File: config.mk
export PLATFORM = sky130hd
export DESIGN_NAME = rgb_to_gray_stream
export DESIGN_NICKNAME = d
export VERILOG_FILES = /design/src/rtl/img_pkg.sv /design/src/rtl/pix_coord_counter.sv /design/src/rtl/rgb_to_gray_stream.sv
export SDC_FILE = /design/constraint.sdc
export NUM_CORES = 1
export LEC_CHECK = 0
export CAP_MARGIN = 0
export CORE_ASPECT_RATIO = 0.8
export CORE_MARGIN = 2
export CORE_UTILIZATION = 46
export CTS_BUF_LIST = sky130_fd_sc_hd__clkbuf_8
export DETAILED_ROUTE_END_ITERATION = 12
export GPL_ROUTABILITY_DRIVEN = 0
export PLACE_DENSITY = 0.66
export SLEW_MARGIN = 15
export SYNTH_ARGS = -nofsm -noshare
export SYNTH_HDL_FRONTEND = slang
export SYNTH_SLANG_ARGS = --single-unit
File: constraint.sdc
create_clock -name clk -period 4.9 [get_ports clk]
set_input_delay 0.735 -clock clk [delete_from_list [all_inputs] [get_ports clk]]
set_output_delay 0.735 -clock clk [all_outputs]
set_load 0.05 [all_outputs]
File: src/rtl/img_pkg.sv
// Shared pixel types and default geometry/weights for the gray feeder
// and the downstream edge detector.
package img_pkg;

  typedef logic [23:0] pixel_t;
  typedef logic [7:0]  gray_t;

  typedef struct packed {
    logic sol;
    logic eol;
    logic sof;
    logic eof;
  } marks_t;

  localparam int H_PIX_DEF = 640;
  localparam int V_PIX_DEF = 480;
  // Luma weights in 1/256 units; they must sum to 256 so white maps to 0xFF.
  localparam int W_R_DEF   = 77;
  localparam int W_G_DEF   = 150;
  localparam int W_B_DEF   = 29;

endpackage

File: src/rtl/pix_coord_counter.sv
// Column/row tracker for an accepted pixel stream; flags describe the pixel
// being accepted this cycle, sof_in forces that pixel to (0,0).
module pix_coord_counter
  import img_pkg::*;
#(
  parameter int H_PIX = H_PIX_DEF,
  parameter int V_PIX = V_PIX_DEF,
  parameter int CW    = $clog2(H_PIX),
  parameter int RW    = (V_PIX > 1) ? $clog2(V_PIX) : 1
) (
  input  logic          clk,
  input  logic          rst,
  input  logic          adv,
  input  logic          sof_in,
  output logic [CW-1:0] pos_col,
  output logic [RW-1:0] pos_row,
  output logic          sol,
  output logic          eol,
  output logic          sof,
  output logic          eof
);

  localparam logic [CW-1:0] COL_LAST = CW'(H_PIX - 1);
  localparam logic [RW-1:0] ROW_LAST = RW'(V_PIX - 1);

  logic [CW-1:0] col_q, col_d;
  logic [RW-1:0] row_q, row_d;

  always_comb begin
    pos_col = sof_in ? '0 : col_q;
    pos_row = sof_in ? '0 : row_q;
    col_d   = col_q;
    row_d   = row_q;
    if (adv) begin
      if (pos_col == COL_LAST) begin
        col_d = '0;
        row_d = (pos_row == ROW_LAST) ? '0 : pos_row + RW'(1);
      end else begin
        col_d = pos_col + CW'(1);
        row_d = pos_row;
      end
    end
  end

  assign sol = (pos_col == '0);
  assign eol = (pos_col == COL_LAST);
  assign sof = sol && (pos_row == '0);
  assign eof = eol && (pos_row == ROW_LAST);

  always_ff @(posedge clk) begin
    if (rst) begin
      col_q <= '0;
      row_q <= '0;
    end else begin
      col_q <= col_d;
      row_q <= row_d;
    end
  end

endmodule

File: src/rtl/rgb_to_gray_stream.sv
// RGB-to-luma converter feeding the edge detector: two-stage weighted-sum
// pipeline with ready/valid flow control and line/frame markers.
module rgb_to_gray_stream
  import img_pkg::*;
#(
  parameter int H_PIX = H_PIX_DEF,
  parameter int V_PIX = V_PIX_DEF,
  parameter int W_R   = W_R_DEF,
  parameter int W_G   = W_G_DEF,
  parameter int W_B   = W_B_DEF
) (
  input  logic   clk,
  input  logic   rst,
  input  pixel_t pix_in,
  input  logic   in_valid,
  input  logic   sof_in,
  output logic   in_ready,
  output pixel_t pix_out,
  output logic   out_valid,
  input  logic   out_ready,
  output logic   sol,
  output logic   eol,
  output logic   sof,
  output logic   eof
);

  localparam int CW = $clog2(H_PIX);
  localparam int RW = (V_PIX > 1) ? $clog2(V_PIX) : 1;

  logic          stall;
  logic          accept;
  marks_t        pos_marks;
  logic [CW-1:0] pos_col;
  logic [RW-1:0] pos_row;
  logic          unused_pos;

  logic          s1_valid_q, s1_valid_d;
  logic [15:0]   pr_q, pr_d, pg_q, pg_d, pb_q, pb_d;
  marks_t        s1_marks_q, s1_marks_d;
  logic          out_valid_q, out_valid_d;
  pixel_t        pix_q, pix_d;
  marks_t        out_marks_q, out_marks_d;
  logic [15:0]   sum;
  gray_t         y;

  assign stall    = out_valid_q & ~out_ready;
  assign in_ready = ~stall;
  assign accept   = in_valid & ~stall;

  pix_coord_counter #(
    .H_PIX (H_PIX),
    .V_PIX (V_PIX),
    .CW    (CW),
    .RW    (RW)
  ) u_coord (
    .clk     (clk),
    .rst     (rst),
    .adv     (accept),
    .sof_in  (sof_in),
    .pos_col (pos_col),
    .pos_row (pos_row),
    .sol     (pos_marks.sol),
    .eol     (pos_marks.eol),
    .sof     (pos_marks.sof),
    .eof     (pos_marks.eof)
  );

  // Raw position is exported by the counter for debug taps; only the flags travel down the pipe.
  assign unused_pos = ^{pos_col, pos_row};

  // Weights sum to 256, so the 16-bit sum cannot overflow (max 255*256).
  assign sum = pr_q + pg_q + pb_q;
  assign y   = sum[15:8];

  always_comb begin
    s1_valid_d  = s1_valid_q;
    pr_d        = pr_q;
    pg_d        = pg_q;
    pb_d        = pb_q;
    s1_marks_d  = s1_marks_q;
    out_valid_d = out_valid_q;
    pix_d       = pix_q;
    out_marks_d = out_marks_q;
    if (!stall) begin
      s1_valid_d  = accept;
      pr_d        = 16'(pix_in[23:16]) * 16'(W_R);
      pg_d        = 16'(pix_in[15:8])  * 16'(W_G);
      pb_d        = 16'(pix_in[7:0])   * 16'(W_B);
      s1_marks_d  = accept ? pos_marks : '0;
      out_valid_d = s1_valid_q;
      pix_d       = {y, y, y};
      out_marks_d = s1_valid_q ? s1_marks_q : '0;
    end
  end

  always_ff @(posedge clk) begin
    if (rst) begin
      s1_valid_q  <= 1'b0;
      pr_q        <= '0;
      pg_q        <= '0;
      pb_q        <= '0;
      s1_marks_q  <= '0;
      out_valid_q <= 1'b0;
      pix_q       <= '0;
      out_marks_q <= '0;
    end else begin
      s1_valid_q  <= s1_valid_d;
      pr_q        <= pr_d;
      pg_q        <= pg_d;
      pb_q        <= pb_d;
      s1_marks_q  <= s1_marks_d;
      out_valid_q <= out_valid_d;
      pix_q       <= pix_d;
      out_marks_q <= out_marks_d;
    end
  end

  assign out_valid = out_valid_q;
  assign pix_out   = pix_q;
  assign sol       = out_marks_q.sol;
  assign eol       = out_marks_q.eol;
  assign sof       = out_marks_q.sof;
  assign eof       = out_marks_q.eof;

endmodule

# Yosys cells after proc, flatten, opt, wreduce, memory -nomap -nowiden
# Index checks and enable logic that the tools add are counted.
# op_classes
n_addsub	4
n_bitwise	4
n_mux	7
n_mul	3
n_reduce_logical	4
eq_ne	2
# op_table
operator	count
multiplier 8 x 7 -> 15 bit, second input constant	2
two-way mux 9 bit	3
two-way mux 10 bit	2
adder 15 x 16 -> 16 bit	1
adder 16 x 13 -> 16 bit	1
multiplier 8 x 5 -> 13 bit, second input constant	1
adder 10 x 1 -> 10 bit, second input constant	1
== test 10 bit, second input constant	1
logical NOT 10 bit	1
adder 9 x 1 -> 9 bit, second input constant	1
== test 9 bit, second input constant	1
logical NOT 9 bit	1
two-way mux 4 bit	2
AND 1 bit	2
logical AND 1 bit	2
inverter 1 bit	2
# word_totals
register_bits	96
out_inout_bits	30
word_cells	40

# Logic depth before layout (Yosys ltp)
# depth
ltp_word	5
mapped_depth	14

# By module
# Synthesis repeated with hierarchy kept, for this count alone.
# unflattened
hier_cells	818
hier_area_um2	7061.8
# modules_own_cells
mod	seq_area_each_um2	cells_per_inst	area_each_um2	n_inst
rgb_to_gray_stream	1221.2	642	5711.7	1
pix_coord_counter	380.4	176	1350.0	1

# Least setup slack after synthesis
# Ideal clock, no wire load.
# synth_timing
kind	input -> register
startpoint	input pix_in[20]
endpoint	register pr_q[11]
cell_stages	13
required_ns	4.783
slack_ns	0.939
setup_time_ns	0.117
arrival_time_ns	3.844
cell_sequence	ha_1 ha_1 inv_1 fa_1 fa_1 inv_1 ha_1 o21a_1 o31a_1 o31a_1 o21a_1 or3_1 a32o_1
# synth_via
elab_chain_cells	1
# synth_rtl
element	line	source
start, declared	rgb_to_gray_stream.sv:14	input pixel_t pix_in,
multiplier 8 x 7 -> 15 bit	rgb_to_gray_stream.sv:86	pr_d = 16'(pix_in[23:16]) * 16'(W_R);
end signal, assigned	rgb_to_gray_stream.sv:108	pr_q <= pr_d;
end, declared	rgb_to_gray_stream.sv:38	logic [15:0] pr_q, pr_d, pg_q, pg_d, pb_q, pb_d;
# No other way between the ends.
# A chain may end at the register's enable or synchronous reset.

# Worst setup path after layout
# layout_timing
startpoint	input pix_in[20]
endpoint	register pr_q[14]
# Same word-level chain as after synthesis.

==> impl_results.md <==
- R2R Setup Slk: around 2.2 ns
- Post_cts resized: 0
- Pre-CTS WS: about 0.24 ns
- Clk slew on worst S/H paths: 0.08 ns
- Initial Utilization: between 40 and 50%
- RSZ-0062 raised after global routing: no
- Setup-failing EPs final: 0
- Drt wl/cell: 13.5 um
- Vias in the first global route: approximately 5300
- Max-Slew Margin vs Limit: 51.2%
- Yosys cell types: 62
- Ys flop type: dfxtp_1
- Initial antenna violation count: 0
- Core footprint: 0.0149 mm2
- Final Hold Fails: 0
- Syn nets: between 900 and 1000
- Setup crit end kind: register
- CTS tree: built
- Layout area overhead: 12.8%
- Fmax: 234 MHz
- WL final: ~14000 um
- ANT nets after route: 0
- Via count: 5431
- H-tree depth: 3
- Fin cells: 1030
- Synth warnings: 0
- Row count: 40
- Die Area: 0.0161 mm2
- Setup_tns: 0 ns
- IO buf count: 58
- Die height: roughly 110 um
- Setup Buffers After CTS: 0
- LEAKAGE: 3.55 nW
- Most frequent cells in the layout: 117 x ha_1, 82 x inv_1, 80 x dfxtp_1, 71 x nand2_1, 64 x a21oi_1
- Mapped cell area: approximately 0.007 mm2
- Clock skew: 0.0111 ns
- TritonCTS Sinks: 80
- Drt via density: around 5.3
- First-pass DRT Iterations: 4
- Final min period: 4.28 ns
- Synth area leader: dfxtp_1
- Number of synthesized flops with an enable pin: 0
- Fill count: 1436
- Mean Syn Cell Area: about 8.6 um2
- Clock tree buffer depth: 2
- Setup crit start kind: input port
- Post-Synthesis Cells: 804
- Crit share post-route: a little under 90%
- Top cells by area, synth: dfxtp_1 23%, ha_1 21%, fa_1 11%, a21oi_1 4.6%, inv_1 4.4%
- Largest net degree at the start of global routing: 66
- Gr usage total: 18.4%
- Crit Path Class: input port to register
- Worst VDD drop: 189 uV
- Worst-Margin Slew: 0.733 ns
- Critical Path RT: 5.13 ns
- Worst EP arrival: 4.51 ns
- Max Slew Vio Count: 0
- Share of cells above drive strength 1: between 3 and 4%
- Initial drt markers: 240
- Root buf cell: clkbuf_8
- Most common cell after layout, fill and taps aside: ha_1
- Register area share after synthesis: a little under a quarter
- Hold Crit Class: register to register
- Residual DRC: 0
- Detailed Place HPWL: 10700 um
- Fraction of registers with async set or reset after synthesis: 0%
- Max Fanout on Critical Path: 4
- Final worst-path setup slack: 0.620 ns
- Diode count: 0
- First-pass GRT wire length: 24400 um
- Maxcap violations: 0
- Final #Nets: a little over 1000
- Chip Width: 141 um
- Top-area cell type share of the netlist area: 23.1%
- GRT overflow: 0
- Ports: 59
- Clk_lat worst skew: 0.37 ns
- CTS buffer count: 9
- Power Dens Cells: 424 mW/mm2
- Synthesis-stage register bit count: 80
- Placed cell count: roughly 1000
- Hold bufs inserted after CTS: 0
- Status: complete, no violations
-- final timing paths --
path | start | to | cells after the start
setup / recovery | pix_in[20] | pr_q[14]$_SDFFE_PP0N_ | 14
hold / removal | pg_q[4]$_SDFFE_PP0N_ | pg_q[4]$_SDFFE_PP0N_ | 2
setup reg to reg | pr_q[7]$_SDFFE_PP0N_ | pix_out[22]$_SDFFE_PP0N_ | 10
hold reg to reg | pg_q[4]$_SDFFE_PP0N_ | pg_q[4]$_SDFFE_PP0N_ | 2
-- metal layers --
metal	global-route usage, %	share of wire, %
met1	27.0	54
met2	28.6	42
met3	3.44	3.2
met4	3.80	0.54
met5	0	0
-- cell families (layout without fill, tap and decap cells) --
family / count (synthesis) / after routing / share of synthesized area (%)
AOI/OAI and AO/OA: 190 / 190 / 16.8
xor gates and xnor gates: 19 / 19 / 2.40
adders and majority gates: 155 / 155 / 32.1
buffers and inverters: 127 / 164 / 7.96
DFF: 80 / 80 / 23.1
muxes: 4 / 4 / 0.596
and+or+nand+nor: 229 / 229 / 17.0
-- per-stage QoR --
stage / utilization [%] / power, W / area, um2 / hold WS, ns
2_1_floorplan: - / 0.00234 / 6930 / 0.429
3_3_place_gp: 50.9 / 0.00272 / 7570 / 0.441
3_5_place_dp: 50.9 / 0.00272 / 7570 / 0.446
4_1_cts: 52.6 / 0.00335 / 7820 / 0.459
5_1_grt: 52.6 / 0.00362 / 7820 / 0.486
6_report: 52.6 / 0.00331 / 7820 / 0.457
-- sequential cells by signal, summed over array words and instances (netlist names) --
| signal | cells |
|---|---|
| u_coord.row_q | 9 |
| sof | 1 |
| eol | 1 |
| pb_q | 13 |
| pix_out | 8 |
| out_valid | 1 |
| u_coord.col_q | 10 |
| sol | 1 |
| s1_valid_q | 1 |
| s1_marks_q | 4 |
| pr_q | 15 |
| eof | 1 |
| pg_q | 15 |
-- synthesized netlist by cell type, types with 3 or more instances --
cell type / count
ha_1: 117
inv_1: 82
dfxtp_1: 80
nand2_1: 71
a21oi_1: 64
nor2_1: 50
o21ai_0: 50
fa_1: 38
a211oi_1: 22
clkbuf_1: 20
buf_4: 17
nor3_1: 14
nand3_1: 13
xnor2_1: 12
nand4_1: 10
o21a_1: 10
a21o_1: 9
nand2b_1: 9
nand3b_1: 8
nor2b_1: 7
or4_1: 7
xor2_1: 7
nor4_1: 6
nor3b_1: 5
nor4b_1: 5
o211ai_1: 5
a22oi_1: 4
and3_1: 4
buf_1: 4
o31a_1: 4
or3_1: 4
and2_1: 3
and4b_1: 3
buf_2: 3
mux2i_1: 3
o21bai_1: 3
-- report_power, final --
group	total (W)	switching [W]	internal (W)
Clock	0.000608	0.000254	0.000355
Combinational	0.00183	0.00105	0.000784
Sequential	0.000874	0.000101	0.000773
Total	0.00331	0.00140	0.00191
-- critical path: stages --
cell,delay (ns)
clkdlybuf4s50_1,0.48
ha_1,0.32
ha_1,0.27
inv_1,0.05
fa_1,0.49
fa_1,0.52
inv_1,0.04
ha_1,0.33
o21a_1,0.18
o21a_1,0.16
o22ai_1,0.20
o21ai_0,0.18
a2111oi_0,0.44
nor4_1,0.10
-- area by class of cell --
cell class                 instances  area [um2]  area share [%]
multi-input combinational        597        4780            61.2
sequential                        80        1600            20.5
timing repair buffer              66         636            8.13
inverter                          82         308            3.94
tap                              189         236            3.02
clock buffer                      10         138            1.76
clock inverter                     6         115            1.47
No activity file was read; power rests on OpenSTA's default activity.
